<file path="src/rtl/regfile_pkg.sv">
// Shared types and constants for the register-file write-port arbiter.
package regfile_pkg;
  localparam int NUM_REGS = 8;
  localparam int ADDR_W   = 3;
  localparam int DATA_W   = 8;

  typedef logic [ADDR_W-1:0] regAddr_t;
  typedef logic [DATA_W-1:0] regData_t;

  typedef enum logic [1:0] {IDLE, ISSUE, LOCKED} arbState_t;
endpackage

</file>
<file path="src/rtl/rr_picker.sv">
// Combinational round-robin picker: first valid requester at or after ptr.
module rr_picker #(
  parameter int NUM_REQ = 3
) (
  input  logic [NUM_REQ-1:0] valid,
  input  logic [1:0]         ptr,
  input  logic               en,
  output logic [NUM_REQ-1:0] grant,
  output logic [1:0]         grant_idx
);
  int   j;
  logic found;

  always_comb begin
    grant     = '0;
    grant_idx = '0;
    found     = 1'b0;
    j         = 0;
    for (int k = 0; k < NUM_REQ; k++) begin
      j = (int'(ptr) + k) % NUM_REQ;
      if (en && !found && valid[j]) begin
        found     = 1'b1;
        grant[j]  = 1'b1;
        grant_idx = 2'(j);
      end
    end
  end
endmodule

</file>
<file path="src/rtl/regfile_write_arbiter.sv">
// Round-robin arbiter for the register file's single write port, 1-cycle registered output.
// Optional burst lock behind macro REGFILE_ARB_LOCK_EN.
module regfile_write_arbiter
  import regfile_pkg::*;
#(
  parameter int NUM_REQ = 3,
  parameter int ADDR_W  = regfile_pkg::ADDR_W,
  parameter int DATA_W  = regfile_pkg::DATA_W
) (
  input  logic                      clock,
  input  logic                      resetN,
  input  logic                      hold,
  input  logic [NUM_REQ-1:0]        reqValid,
  input  logic [NUM_REQ*ADDR_W-1:0] reqAddr,
  input  logic [NUM_REQ*DATA_W-1:0] reqData,
  input  logic [NUM_REQ-1:0]        reqLock,
  output logic [NUM_REQ-1:0]        reqReady,
  output logic                      regWrite,
  output logic [ADDR_W-1:0]         writeRegister,
  output logic [DATA_W-1:0]         writeData,
  output logic [1:0]                grantId,
  output logic                      busy
);
  arbState_t           state, state_nxt;
  logic [NUM_REQ-1:0]  pick_valid, grant;
  logic [1:0]          grant_idx, rr_ptr, gnt_id;
  logic                pick_en, fire, wr_en;
  logic [ADDR_W-1:0]   sel_addr, wr_addr;
  logic [DATA_W-1:0]   sel_data, wr_data;

  function automatic logic [1:0] inc_ptr(input logic [1:0] i);
    return (int'(i) >= NUM_REQ-1) ? 2'd0 : i + 2'd1;
  endfunction

`ifdef REGFILE_ARB_LOCK_EN
  logic [1:0] owner;
  logic       owner_valid;
  assign owner_valid = reqValid[owner];

  // While locked only the owner is visible to the picker.
  always_comb begin
    pick_valid = reqValid;
    if (state == LOCKED) begin
      pick_valid        = '0;
      pick_valid[owner] = reqValid[owner];
    end
  end
`else
  logic unused_lock;
  assign unused_lock = ^reqLock;
  assign pick_valid  = reqValid;
`endif

  // Gating with resetN keeps reqReady low for the whole reset window.
  assign pick_en = resetN & ~hold;

  rr_picker #(.NUM_REQ(NUM_REQ)) u_picker (
    .valid     (pick_valid),
    .ptr       (rr_ptr),
    .en        (pick_en),
    .grant     (grant),
    .grant_idx (grant_idx)
  );

  assign reqReady = grant;
  assign fire     = |grant;
  assign sel_addr = reqAddr[int'(grant_idx)*ADDR_W +: ADDR_W];
  assign sel_data = reqData[int'(grant_idx)*DATA_W +: DATA_W];

  always_ff @(posedge clock or negedge resetN) begin
    if (!resetN) state <= IDLE;
    else         state <= state_nxt;
  end

  always_comb begin
    state_nxt = state;
`ifdef REGFILE_ARB_LOCK_EN
    case (state)
      LOCKED: begin
        if (fire)              state_nxt = reqLock[grant_idx] ? LOCKED : ISSUE;
        else if (!owner_valid) state_nxt = IDLE;
      end
      default: begin
        if (fire) state_nxt = reqLock[grant_idx] ? LOCKED : ISSUE;
        else      state_nxt = IDLE;
      end
    endcase
`else
    state_nxt = fire ? ISSUE : IDLE;
`endif
  end

  always_comb begin
    busy = (state != IDLE);
  end

  always_ff @(posedge clock or negedge resetN) begin
    if (!resetN) begin
      wr_en   <= 1'b0;
      wr_addr <= '0;
      wr_data <= '0;
      gnt_id  <= '0;
      rr_ptr  <= '0;
`ifdef REGFILE_ARB_LOCK_EN
      owner   <= '0;
`endif
    end else begin
      wr_en <= fire;
      if (fire) begin
        wr_addr <= sel_addr;
        wr_data <= sel_data;
        gnt_id  <= grant_idx;
      end
`ifdef REGFILE_ARB_LOCK_EN
      // rrPtr is frozen for the whole burst and advances past the owner when it ends.
      if (state == LOCKED) begin
        if ((fire && !reqLock[grant_idx]) || (!fire && !owner_valid))
          rr_ptr <= inc_ptr(owner);
      end else if (fire) begin
        owner <= grant_idx;
        if (!reqLock[grant_idx]) rr_ptr <= inc_ptr(grant_idx);
      end
`else
      if (fire) rr_ptr <= inc_ptr(grant_idx);
`endif
    end
  end

  assign regWrite      = wr_en;
  assign writeRegister = wr_addr;
  assign writeData     = wr_data;
  assign grantId       = gnt_id;
endmodule

</file>
<file path="config.mk">
export PLATFORM = sky130hd
export DESIGN_NAME = regfile_write_arbiter
export DESIGN_NICKNAME = d
export VERILOG_FILES = /design/src/rtl/regfile_pkg.sv /design/src/rtl/rr_picker.sv /design/src/rtl/regfile_write_arbiter.sv
export SDC_FILE = /design/constraint.sdc
export NUM_CORES = 1
export LEC_CHECK = 0
export BUFFER_PORTS_ARGS = -buffer_cell sky130_fd_sc_hd__buf_2
export CORE_UTILIZATION = 41
export DETAILED_ROUTE_END_ITERATION = 10
export GPL_ROUTABILITY_DRIVEN = 0
export GPL_TIMING_DRIVEN = 0
export PLACE_DENSITY = 0.75
export SYNTH_ARGS = -nofsm -noshare
export SYNTH_HDL_FRONTEND = slang
export SYNTH_SLANG_ARGS = --single-unit
export TNS_END_PERCENT = 20
</file>
<file path="constraint.sdc">
create_clock -name clock -period 2.5 [get_ports clock]
set_input_delay 0.5 -clock clock [delete_from_list [all_inputs] [get_ports clock]]
set_output_delay 0.5 -clock clock [all_outputs]
set_load 0.02 [all_outputs]
</file>
==> reports/results.md <==
## Setup path
• **Critical Path Start Type** register
• **library cell appearing most often on the critical path** buf_6
• **data arrival time of the worst path** 2.18 ns
• **largest incremental delay on the critical path** 0.44 ns
• **Crit Path Category** reg2out
• **Data required, critical path** 2.00 ns
• **chain of cells forming the critical path** inv_2 > ha_4 > buf_6 > mux2i_4 > o21ai_4 > mux2i_1 > nor2_2 > a21o_1 > buf_6
• **kind of capture point of the worst setup path** output port
• **worst-path fanout max** 5
• **Slowest cell on crit path** dfrtp_1

## Drt
• **Total Wirelength** 3.39 mm
• **DR pass1 iterations** 7
• **drt first-iter violations** 33
• **antenna violation net count after detailed routing** 0
• **residual DRC count** 2
• **average vias per placed instance** 5.42
• **average wire per standard cell** 14.9 um
• **total via count in the routed design** 1230

## Die
• **I/O pin cnt** 60
• **Die Width** 56.9 um
• **Total Die Area** 3240 um2
• **starting density of the core** 0.440
• **number of cell rows** 19
• **Die H** 56.9 um
• **Core Area** 2810 um2

## Global routing
• **largest net degree at the start of global routing** 19
• **via count of the first global-routing pass** 1259
• **GRT overflow** 0
• **first-pass GRT wire length** 5.72 mm
• **total track usage** 0.224
• **initial antenna violation count** 0

## CTS
• **clock edge transition at the registers on the reported setup and hold paths** 0.09 ns
• **Root Buffer** clkbuf_4
• **CTS tree** yes
• **number of buffers on the longest clock path** 2
• **CTS buffer count** 3
• **CTS sink cnt** 16
• **hold buffer count at cts** 0
• **Worst-Skew Late Latency** 0.28 ns
• **H-Tree Level Count** 1

## Layout
• **share of final-layout standard cells stronger than drive strength 1** 0.551
• **area added between synthesis and finish** 51.2%
• **utilization after layout** 0.665
• **most common cell after layout, fill and taps aside** buf_2
• **highest-count cells in the layout ignoring fill and taps** 55 x buf_2, 15 x dfrtp_1, 14 x nor2_1, 13 x mux2i_1, 13 x mux2_4
• **design area** 1870 um2
• **NumNets Final** 244
• **# fillers** 213
• **count of antenna diodes in the layout** 0

## Synth
• **sequential fraction of the synthesis area** 0.324
• **number of synthesized register bits** 16
• **fraction of synthesized cell area taken by the top area cell type** 0.324
• **number of warnings issued by yosys** 0
• **synthesized area per cell** 9.88 um2
• **Synthesized Nets** 171
• **Post-Syn Instances** 125
• **mapped cell area** 1230 um2
• **post-synth cell types** 34
• **Yosys top cell by area** dfrtp_1
• **leading post-synthesis cells by cell area** dfrtp_1 32%, mux2i_1 11%, mux2_4 9.7%

## STA
• **Setup WS post-layout** -0.177 ns
• **Peak Freq** 374 MHz
• **total setup violations reported at the end of the flow** 18
• **Max Transition Viols Final** 0
• **worst clock skew** 0.000424 ns
• **Slew @ Worst Pin** 0.484 ns
• **final hold viol count** 0
• **Final min period** 2.68 ns
• **Slew headroom** 0.678
• **minimum hold slack** 0.122 ns
• **setup repair after global routing missed its margin** true
• **part of the cycle the worst path needs** 1.07

## Status
• **failing checks** design-rule violations, negative setup slack
• **run status** finished with violations

## Placed design
• **Buffers on Ports** 56
• **area after detailed placement** 1560 um2
• **half-perimeter wire length of the detailed placement result** 2.25 mm

## Flow run
• **max capacitance violation total** 0

## Pwr
• **power density over the cells** 1170 nW/um2
• **static leakage** 0.944 nW
• **peak ir drop on the vdd network** 0.766 mV
• **post-layout power** 0.00218 W

## Hold path
• **worst hold path class** in2async

cells in the mapped netlist (all sizes together):
library cell	instances
a21o	4
a2111oi	2
a31oi	1
nor4bb	1
a31o	1
nand2	3
nand4b	1
nor2	15
ha	4
nand2b	4
or2	1
o2111ai	1
nand4	1
dfrtp	16
a211o	2
o21ai	6
a21oi	12
nand3b	1
inv	6
and3	1
nor2b	3
clkbuf	3
a311oi	1
mux2i	14
nor3	2
mux2	14
buf	5
registers in the layout, indices dropped and copies added, names as in the netlist:
| name | flops |
|---|---|
| rr_ptr | 2 |
| state | 1 |
| grantId | 2 |
| writeRegister | 3 |
| writeData | 8 |
routing by layer:
metal	vias to the layer above	track usage	share of wire
met3	10	0.0323	0.057
met1	571	0.283	0.41
met5	-	0	0
met2	58	0.378	0.51
met4	0	0.0976	0.024
li1	591	-	-
kinds of logic after synthesis:
| group | Yosys count | synth area share |
|---|---|---|
| buffers and inverters | 14 | 0.0608 |
| AOI/OAI and AO/OA | 30 | 0.171 |
| adders and majority gates | 4 | 0.0405 |
| muxes | 28 | 0.268 |
| and+or+nand+nor | 33 | 0.135 |
| DFF | 16 | 0.324 |
power by group:
part | total [W] | internal, W | switching [W]
registers | 0.000461 | 0.000382 | 0.0000789
logic | 0.00158 | 0.000826 | 0.000757
clock network | 0.000135 | 0.0000560 | 0.0000793
worst paths after layout:
kind | slack [ns] | cells after the start | start | to
worst min-delay path | 0.12 | 1 | resetN | writeData[5]$_DFFE_PN0P_
min in group clock | 0.51 | 1 | writeData[2]$_DFFE_PN0P_ | writeData[2]$_DFFE_PN0P_
worst max-delay path | -0.18 | 9 | rr_ptr[1]$_DFFE_PN0P_ | reqReady[1]
worst max register to register | -0.12 | 11 | rr_ptr[1]$_DFFE_PN0P_ | writeRegister[0]$_DFFE_PN0P_
worst min register to register | 0.51 | 1 | writeData[2]$_DFFE_PN0P_ | writeData[2]$_DFFE_PN0P_
max in group asynchronous | 2.08 | 1 | resetN | rr_ptr[0]$_DFFE_PN0P_
worst max-delay path: cells and delay by family (launching register included):
family                     cells  cell delay (ns)
muxes                          2             0.47
DFF                            1             0.44
AOI/OAI and AO/OA              2             0.39
buffers and inverters          3             0.35
adders and majority gates      1             0.17
and+or+nand+nor                1             0.09
area by class of cell:
type | count | area (um2) | share of cell area
Sequential cell | 16 | 402 | 0.215
Tap cell | 31 | 38.8 | 0.0208
Clock buffer | 3 | 22.5 | 0.0121
Inverter | 6 | 22.5 | 0.0121
Timing Repair Buffer | 68 | 419 | 0.225
Multi-Input combinational cell | 95 | 890 | 0.477
Buffer | 8 | 72.6 | 0.0389
through the flow:
stage | TNS (ns) | cells | setup WS (ns)
after floorplan | -0.00142 | 125 | -0.000178
after detailed placement | -4.22 | 212 | -0.340
after CTS | -1.94 | 226 | -0.135
after global routing | -3.76 | 227 | -0.280
final | -1.79 | 227 | -0.177
after global placement | -2.53 | 212 | -0.232
what timing repair did:
action | 4_1_cts | 5_1_grt
pin swaps | 9 | 3
gates resized for setup | 36 | 6
setup endpoints to repair | 19 | 19
buffers inserted | 10 | 0
gates cloned | 1 | 1
(Power assumes the default switching activity.)
